[config.mk]
export PLATFORM = sky130hd
export DESIGN_NAME = instr_encoder
export DESIGN_NICKNAME = d
export VERILOG_FILES = /design/src/rtl/instr_encoder_pkg.sv /design/src/rtl/instr_encoder_imm_pack.sv /design/src/rtl/instr_encoder.sv
export SDC_FILE = /design/constraint.sdc
export NUM_CORES = 1
export LEC_CHECK = 0
export BUFFER_PORTS_ARGS = -buffer_cell sky130_fd_sc_hd__buf_4
export CORE_MARGIN = 2
export CORE_UTILIZATION = 54
export CTS_BUF_LIST = sky130_fd_sc_hd__clkbuf_8
export CTS_CLUSTER_DIAMETER = 30
export CTS_CLUSTER_SIZE = 10
export DETAILED_ROUTE_END_ITERATION = 16
export PLACE_DENSITY = 0.86
export SKIP_LAST_GASP = 1
export SYNTH_ARGS = -nofsm -noshare
export SYNTH_HDL_FRONTEND = slang
export SYNTH_SLANG_ARGS = --single-unit
[constraint.sdc]
create_clock -name clk -period 8.7 [get_ports clk]
set_clock_uncertainty 0.2 [all_clocks]
set_input_delay 1.305 -clock clk [delete_from_list [all_inputs] [get_ports clk]]
set_output_delay 1.305 -clock clk [all_outputs]
set_load 0.1 [all_outputs]
[src/rtl/instr_encoder_pkg.sv]
// Shared types for the RV32I instruction encoder: format codes, opcodes and
// the decoded field bundle carried through the first pipeline stage.
package instr_encoder_pkg;

  // I/S/B/J codes match the core's imm_src encoding.
  typedef enum logic [2:0] {
    FMT_I    = 3'd0,
    FMT_S    = 3'd1,
    FMT_B    = 3'd2,
    FMT_J    = 3'd3,
    FMT_U    = 3'd4,
    FMT_R    = 3'd5,
    FMT_RSV6 = 3'd6,
    FMT_RSV7 = 3'd7
  } fmt_e;

  localparam logic [6:0] OP_IMM    = 7'h13;
  localparam logic [6:0] OP_STORE  = 7'h23;
  localparam logic [6:0] OP_BRANCH = 7'h63;
  localparam logic [6:0] OP_JAL    = 7'h6f;
  localparam logic [6:0] OP_LUI    = 7'h37;
  localparam logic [6:0] OP_OP     = 7'h33;

  typedef struct packed {
    fmt_e        fmt;
    logic [6:0]  opcode;
    logic [4:0]  rd;
    logic [4:0]  rs1;
    logic [4:0]  rs2;
    logic [2:0]  funct3;
    logic [6:0]  funct7;
    logic [31:0] imm;
  } fields_t;

endpackage

[src/rtl/instr_encoder_imm_pack.sv]
// Combinational packer: scatters the immediate into the RV32I layout for the
// given format and flags out-of-range, misaligned or reserved encodings.
module imm_pack
  import instr_encoder_pkg::*;
(
  input  logic [2:0]  fmt,
  input  logic [6:0]  opcode,
  input  logic [4:0]  rd,
  input  logic [4:0]  rs1,
  input  logic [4:0]  rs2,
  input  logic [2:0]  funct3,
  input  logic [6:0]  funct7,
  input  logic [31:0] imm,
  output logic [31:0] word,
  output logic        err
);

  logic signed [31:0] simm;
  assign simm = imm;

  always_comb begin
    // Reserved formats emit the bare opcode so the word is still deterministic.
    word = {25'd0, opcode};
    err  = 1'b0;
    case (fmt_e'(fmt))
      FMT_I: begin
        word = {imm[11:0], rs1, funct3, rd, opcode};
        err  = (simm < -2048) || (simm > 2047);
      end
      FMT_S: begin
        word = {imm[11:5], rs2, rs1, funct3, imm[4:0], opcode};
        err  = (simm < -2048) || (simm > 2047);
      end
      FMT_B: begin
        word = {imm[12], imm[10:5], rs2, rs1, funct3, imm[4:1], imm[11], opcode};
        err  = (simm < -4096) || (simm > 4094) || imm[0];
      end
      FMT_J: begin
        word = {imm[20], imm[10:1], imm[11], imm[19:12], rd, opcode};
        err  = (simm < -1048576) || (simm > 1048574) || imm[0];
      end
      FMT_U: begin
        word = {imm[31:12], rd, opcode};
        err  = (imm[11:0] != 12'd0);
      end
      FMT_R: begin
        word = {funct7, rs2, rs1, funct3, rd, opcode};
      end
      default: begin
        err = 1'b1;
      end
    endcase
  end

endmodule

[src/rtl/instr_encoder.sv]
// Two-stage streaming RV32I encoder: S1 captures fields, S2 holds the packed
// word with its program-memory address. Valid/ready on both sides.
module instr_encoder
  import instr_encoder_pkg::*;
#(
  parameter logic [31:0] BASE_ADDR = 32'h0000_0000,
  parameter int          MEM_WORDS = 64
) (
  input  logic        clk,
  input  logic        rst,
  input  logic        restart,
  input  logic        in_valid,
  output logic        in_ready,
  input  logic [2:0]  in_fmt,
  input  logic [6:0]  in_opcode,
  input  logic [4:0]  in_rd,
  input  logic [4:0]  in_rs1,
  input  logic [4:0]  in_rs2,
  input  logic [2:0]  in_funct3,
  input  logic [6:0]  in_funct7,
  input  logic [31:0] in_imm,
  output logic        out_valid,
  input  logic        out_ready,
  output logic [31:0] out_instr,
  output logic [31:0] out_addr,
  output logic        out_err
);

  // Handshake: a transfer happens on a rising edge where valid && ready.
  // Producers must hold their bundle stable until it transfers.

  localparam logic [31:0] LAST_ADDR = BASE_ADDR + 32'(MEM_WORDS * 4) - 32'd4;

  logic        s1_valid_q, s1_valid_d;
  fields_t     s1_q, s1_d;
  logic        s2_valid_q, s2_valid_d;
  logic [31:0] instr_q, instr_d;
  logic        err_q, err_d;
  logic [31:0] addr_q, addr_d;
  logic        s1_moves, out_fire;
  logic [31:0] pack_word;
  logic        pack_err;

  imm_pack u_pack (
    .fmt    (s1_q.fmt),
    .opcode (s1_q.opcode),
    .rd     (s1_q.rd),
    .rs1    (s1_q.rs1),
    .rs2    (s1_q.rs2),
    .funct3 (s1_q.funct3),
    .funct7 (s1_q.funct7),
    .imm    (s1_q.imm),
    .word   (pack_word),
    .err    (pack_err)
  );

  always_comb begin
    s1_moves   = !s2_valid_q || out_ready;
    in_ready   = !restart && (!s1_valid_q || s1_moves);
    out_fire   = s2_valid_q && out_ready;
    s1_valid_d = s1_valid_q;
    s1_d       = s1_q;
    s2_valid_d = s2_valid_q;
    instr_d    = instr_q;
    err_d      = err_q;
    addr_d     = addr_q;
    if (restart) begin
      s1_valid_d = 1'b0;
      s2_valid_d = 1'b0;
      addr_d     = BASE_ADDR;
    end else begin
      if (in_ready) begin
        s1_valid_d = in_valid;
        if (in_valid) begin
          s1_d = '{fmt: fmt_e'(in_fmt), opcode: in_opcode, rd: in_rd, rs1: in_rs1,
                   rs2: in_rs2, funct3: in_funct3, funct7: in_funct7, imm: in_imm};
        end
      end
      if (s1_moves) begin
        s2_valid_d = s1_valid_q;
        if (s1_valid_q) begin
          instr_d = pack_word;
          err_d   = pack_err;
        end
      end
      // The counter names the word in S2, so it advances as that word leaves.
      if (out_fire) begin
        addr_d = (addr_q == LAST_ADDR) ? BASE_ADDR : addr_q + 32'd4;
      end
    end
  end

  always_ff @(posedge clk or posedge rst) begin
    if (rst) begin
      s1_valid_q <= 1'b0;
      s1_q       <= '0;
      s2_valid_q <= 1'b0;
      instr_q    <= '0;
      err_q      <= 1'b0;
      addr_q     <= BASE_ADDR;
    end else begin
      s1_valid_q <= s1_valid_d;
      s1_q       <= s1_d;
      s2_valid_q <= s2_valid_d;
      instr_q    <= instr_d;
      err_q      <= err_d;
      addr_q     <= addr_d;
    end
  end

  assign out_valid = s2_valid_q;
  assign out_instr = instr_q;
  assign out_err   = err_q;
  assign out_addr  = addr_q;

endmodule
==> results.json <==
{
  "overflow": 0,
  "reg2reg_slack_ns": 5.73,
  "slowest_stage": "nor2b_1",
  "critPathMaxStageDelay_ns": 0.28,
  "ir_drop_v": 0.0002518,
  "worstPathArrival_ns": 2.13,
  "grt_max_degree": 87,
  "grt_pass1_vias": 5004,
  "fin_nets": 748,
  "worst-path-stages": 4,
  "hold_violations": 0,
  "synth_cell_types": 53,
  "tns_ns": 0,
  "hold_buffers": 0,
  "hold_start": "s1_q[59]$_DFFE_PP0P_",
  "synth_top_family_by_area": "multiplexers",
  "coreArea_mm2": 0.01127,
  "critical_path_class": "in2out",
  "post_cts_resized": 0,
  "clock_latency_ns": 0.44,
  "cts_max_path_buffers": 2,
  "min_period_ns": 3.636,
  "synthCells": 544,
  "synth_area_mm2": 0.006166,
  "critPathMaxFanout": 4,
  "power_w": 0.001880,
  "path_buf_inv": 2,
  "hold_path_depth": 1,
  "numClockSinks": 132,
  "track_usage_pct": 25.39,
  "clk_pin_slew_ns": 0.07,
  "synth_fa_ha_area_share_pct": 0.2029,
  "grt_pass1_wl_um": 24900,
  "drv_cap": 0,
  "hold_class": "reg2reg",
  "reg2reg_depth": 6,
  "endpoint_kind": "output pin",
  "grt_antenna_before_repair": 0,
  "die_area_mm2": 0.01229,
  "drv_slew": 0,
  "final_cell_mix": "buf_4, dfrtp_1, mux2_2, nor2_1, a21oi_1",
  "dr.pass1.iters": 7,
  "ys_seq_area_share_pct": 53.57,
  "multi_input_area_mm2": 0.002715,
  "async_flop_share_pct": 100.0,
  "reg2reg_to": "out_addr[13]$_DFFE_PP0P_",
  "ctsRootBufferMaster": "clkbuf_8",
  "synthXorXnorAreaFrac_pct": 3.125,
  "leakage_nw": 3.423,
  "detail-route-antenna-nets": 0,
  "ys_warn_count": 0,
  "drive_above_1_share_pct": 35.53,
  "synthMuxAreaShare_pct": 15.71,
  "cp-startpoint": "out_ready",
  "wl_per_cell_um": 18.20,
  "startpoint_type": "input port",
  "crit_path_frequent_cell": "buf_4",
  "routed-via-count": 4879,
  "seqCellArea_mm2": 0.003303,
  "reg2reg_from": "out_addr[2]$_DFFE_PP0P_",
  "ys_ff_latch": 132,
  "num_io_pins": 139,
  "post_cts_buffers": 0,
  "wirelength_um": 15060,
  "gp_congestion": 0.8512,
  "vias_per_cell": 5.900,
  "die_height_um": 110.9,
  "synth_compound_area_share_pct": 10.49,
  "cts_buffers": 17,
  "drt_iter0_drc": 333,
  "finalCritPeriodShare_pct": 41.79,
  "rsz0062_at_grt": "no",
  "syn2layout_area_growth_pct": 23.32,
  "maxSlewHeadroom_pct": 14.32,
  "drc": 0,
  "worstHoldEndpoint": "out_instr[2]$_DFFE_PP0P_",
  "syn-mean-instance-area_um2": 11.33,
  "cts_tree": "done",
  "hpwl_um": 10490,
  "p_per_area_mw_per_mm2": 247.3,
  "port_buffers": 136,
  "synthSimpleGateAreaFrac_pct": 14.27,
  "cp.required_ns": 7.19,
  "setup_viol_count_final": 0,
  "cp_cell_sequence": "buf_4, nor2b_1, a21oi_1, buf_4",
  "n_fill_cell": 849,
  "h-tree-depth": 4,
  "critPathTopFamily": "buffers and inverters",
  "layout_commonest_cell": "buf_4",
  "max_clock_freq_mhz": 275.0,
  "synth_flop_cell": "dfrtp_1",
  "die_x_um": 110.9,
  "start_util_pct": 54.70,
  "rows": 39,
  "antennaDiodeCount": 0,
  "status": "completed",
  "synth_enable_flop_cells": 0,
  "tightest_slew_ns": 1.280,
  "whs_ns": 0.2928
}
## sequential cells by signal (all words and copies together), names as in the netlist
signal      flops
s1_valid_q      1
out_addr       30
s1_q           67
out_valid       1
out_err         1
out_instr      32
## cell families after synthesis
| group | after synthesis |
|---|---|
| other | 1 |
| adder cells (fa/ha/maj) | 1 |
| AND/OR/NAND/NOR | 167 |
| XOR/XNOR | 22 |
| AO/OA/AOI/OAI | 98 |
| multiplexers | 87 |
| flip-flops | 132 |
| buffers and inverters | 36 |
## per-stage QoR
step / area, µm² / worst slack [ns] / util (%) / instances
finish: 7604 / 5.064 / 67.45 / 827
global route: 7604 / 4.989 / 67.45 / 827
CTS: 7604 / 5.064 / 67.45 / 827
detailed placement: 7273 / 5.068 / 64.52 / 799
global placement: 7273 / 5.148 / 64.52 / 799
floorplan: 6170 / 3.669 / - / 545
## Yosys cell counts (7+ instances only)
library cell	instances	area, µm²
nor2b_1	7	43.79
a22oi_1	21	157.7
a31oi_1	7	43.79
nand4_1	15	93.84
nor3_1	8	40.04
a21oi_1	37	185.2
buf_2	13	65.06
xor2_1	17	148.9
clkbuf_1	13	48.80
mux2_2	64	720.7
dfrtp_1	132	3303
nand3_1	13	65.06
nor2_1	64	240.2
nor4_1	13	81.33
inv_1	8	30.03
nand2_1	17	63.81
mux2_1	14	157.7
mux2i_1	9	90.09
## final cells by class
class / count / share of cell area (%)
inverter: 8 / 0.4278
clock inverter: 9 / 0.9051
sequential: 132 / 43.44
clock buffer: 19 / 3.439
timing repair buffer: 139 / 13.72
tap: 143 / 2.353
multi-input combinational: 377 / 35.71
## worst max path at each step
| stage | end | slack, ns |
|---|---|---|
| global route | in_ready | 4.99 |
| CTS | in_ready | 5.06 |
| finish | in_ready | 5.06 |
| floorplan | out_addr[10]$_DFFE_PP0P_ | 3.67 |
| detailed placement | in_ready | 5.07 |
| global placement | in_ready | 5.15 |
## metal layers
metal  part of all wire [%]  routed length (µm)  vias up  global-route usage [%]
met5                      0                   0        -                       0
met4                    1.8                 274        0                   9.000
met3                    7.6                1151       20                   7.818
met1                     39                5835     2394                   30.16
li1                       -                   -     2241                       -
met2                     52                7793      224                   43.76
## power by group
group / switching [W] / internal (W) / total [W]
Clock: 0.000219 / 0.000229 / 0.000448
Combinational: 0.000465 / 0.000177 / 0.000643
Sequential: 0.0000842 / 0.000706 / 0.000790
Power figures use the tool's default switching activity.
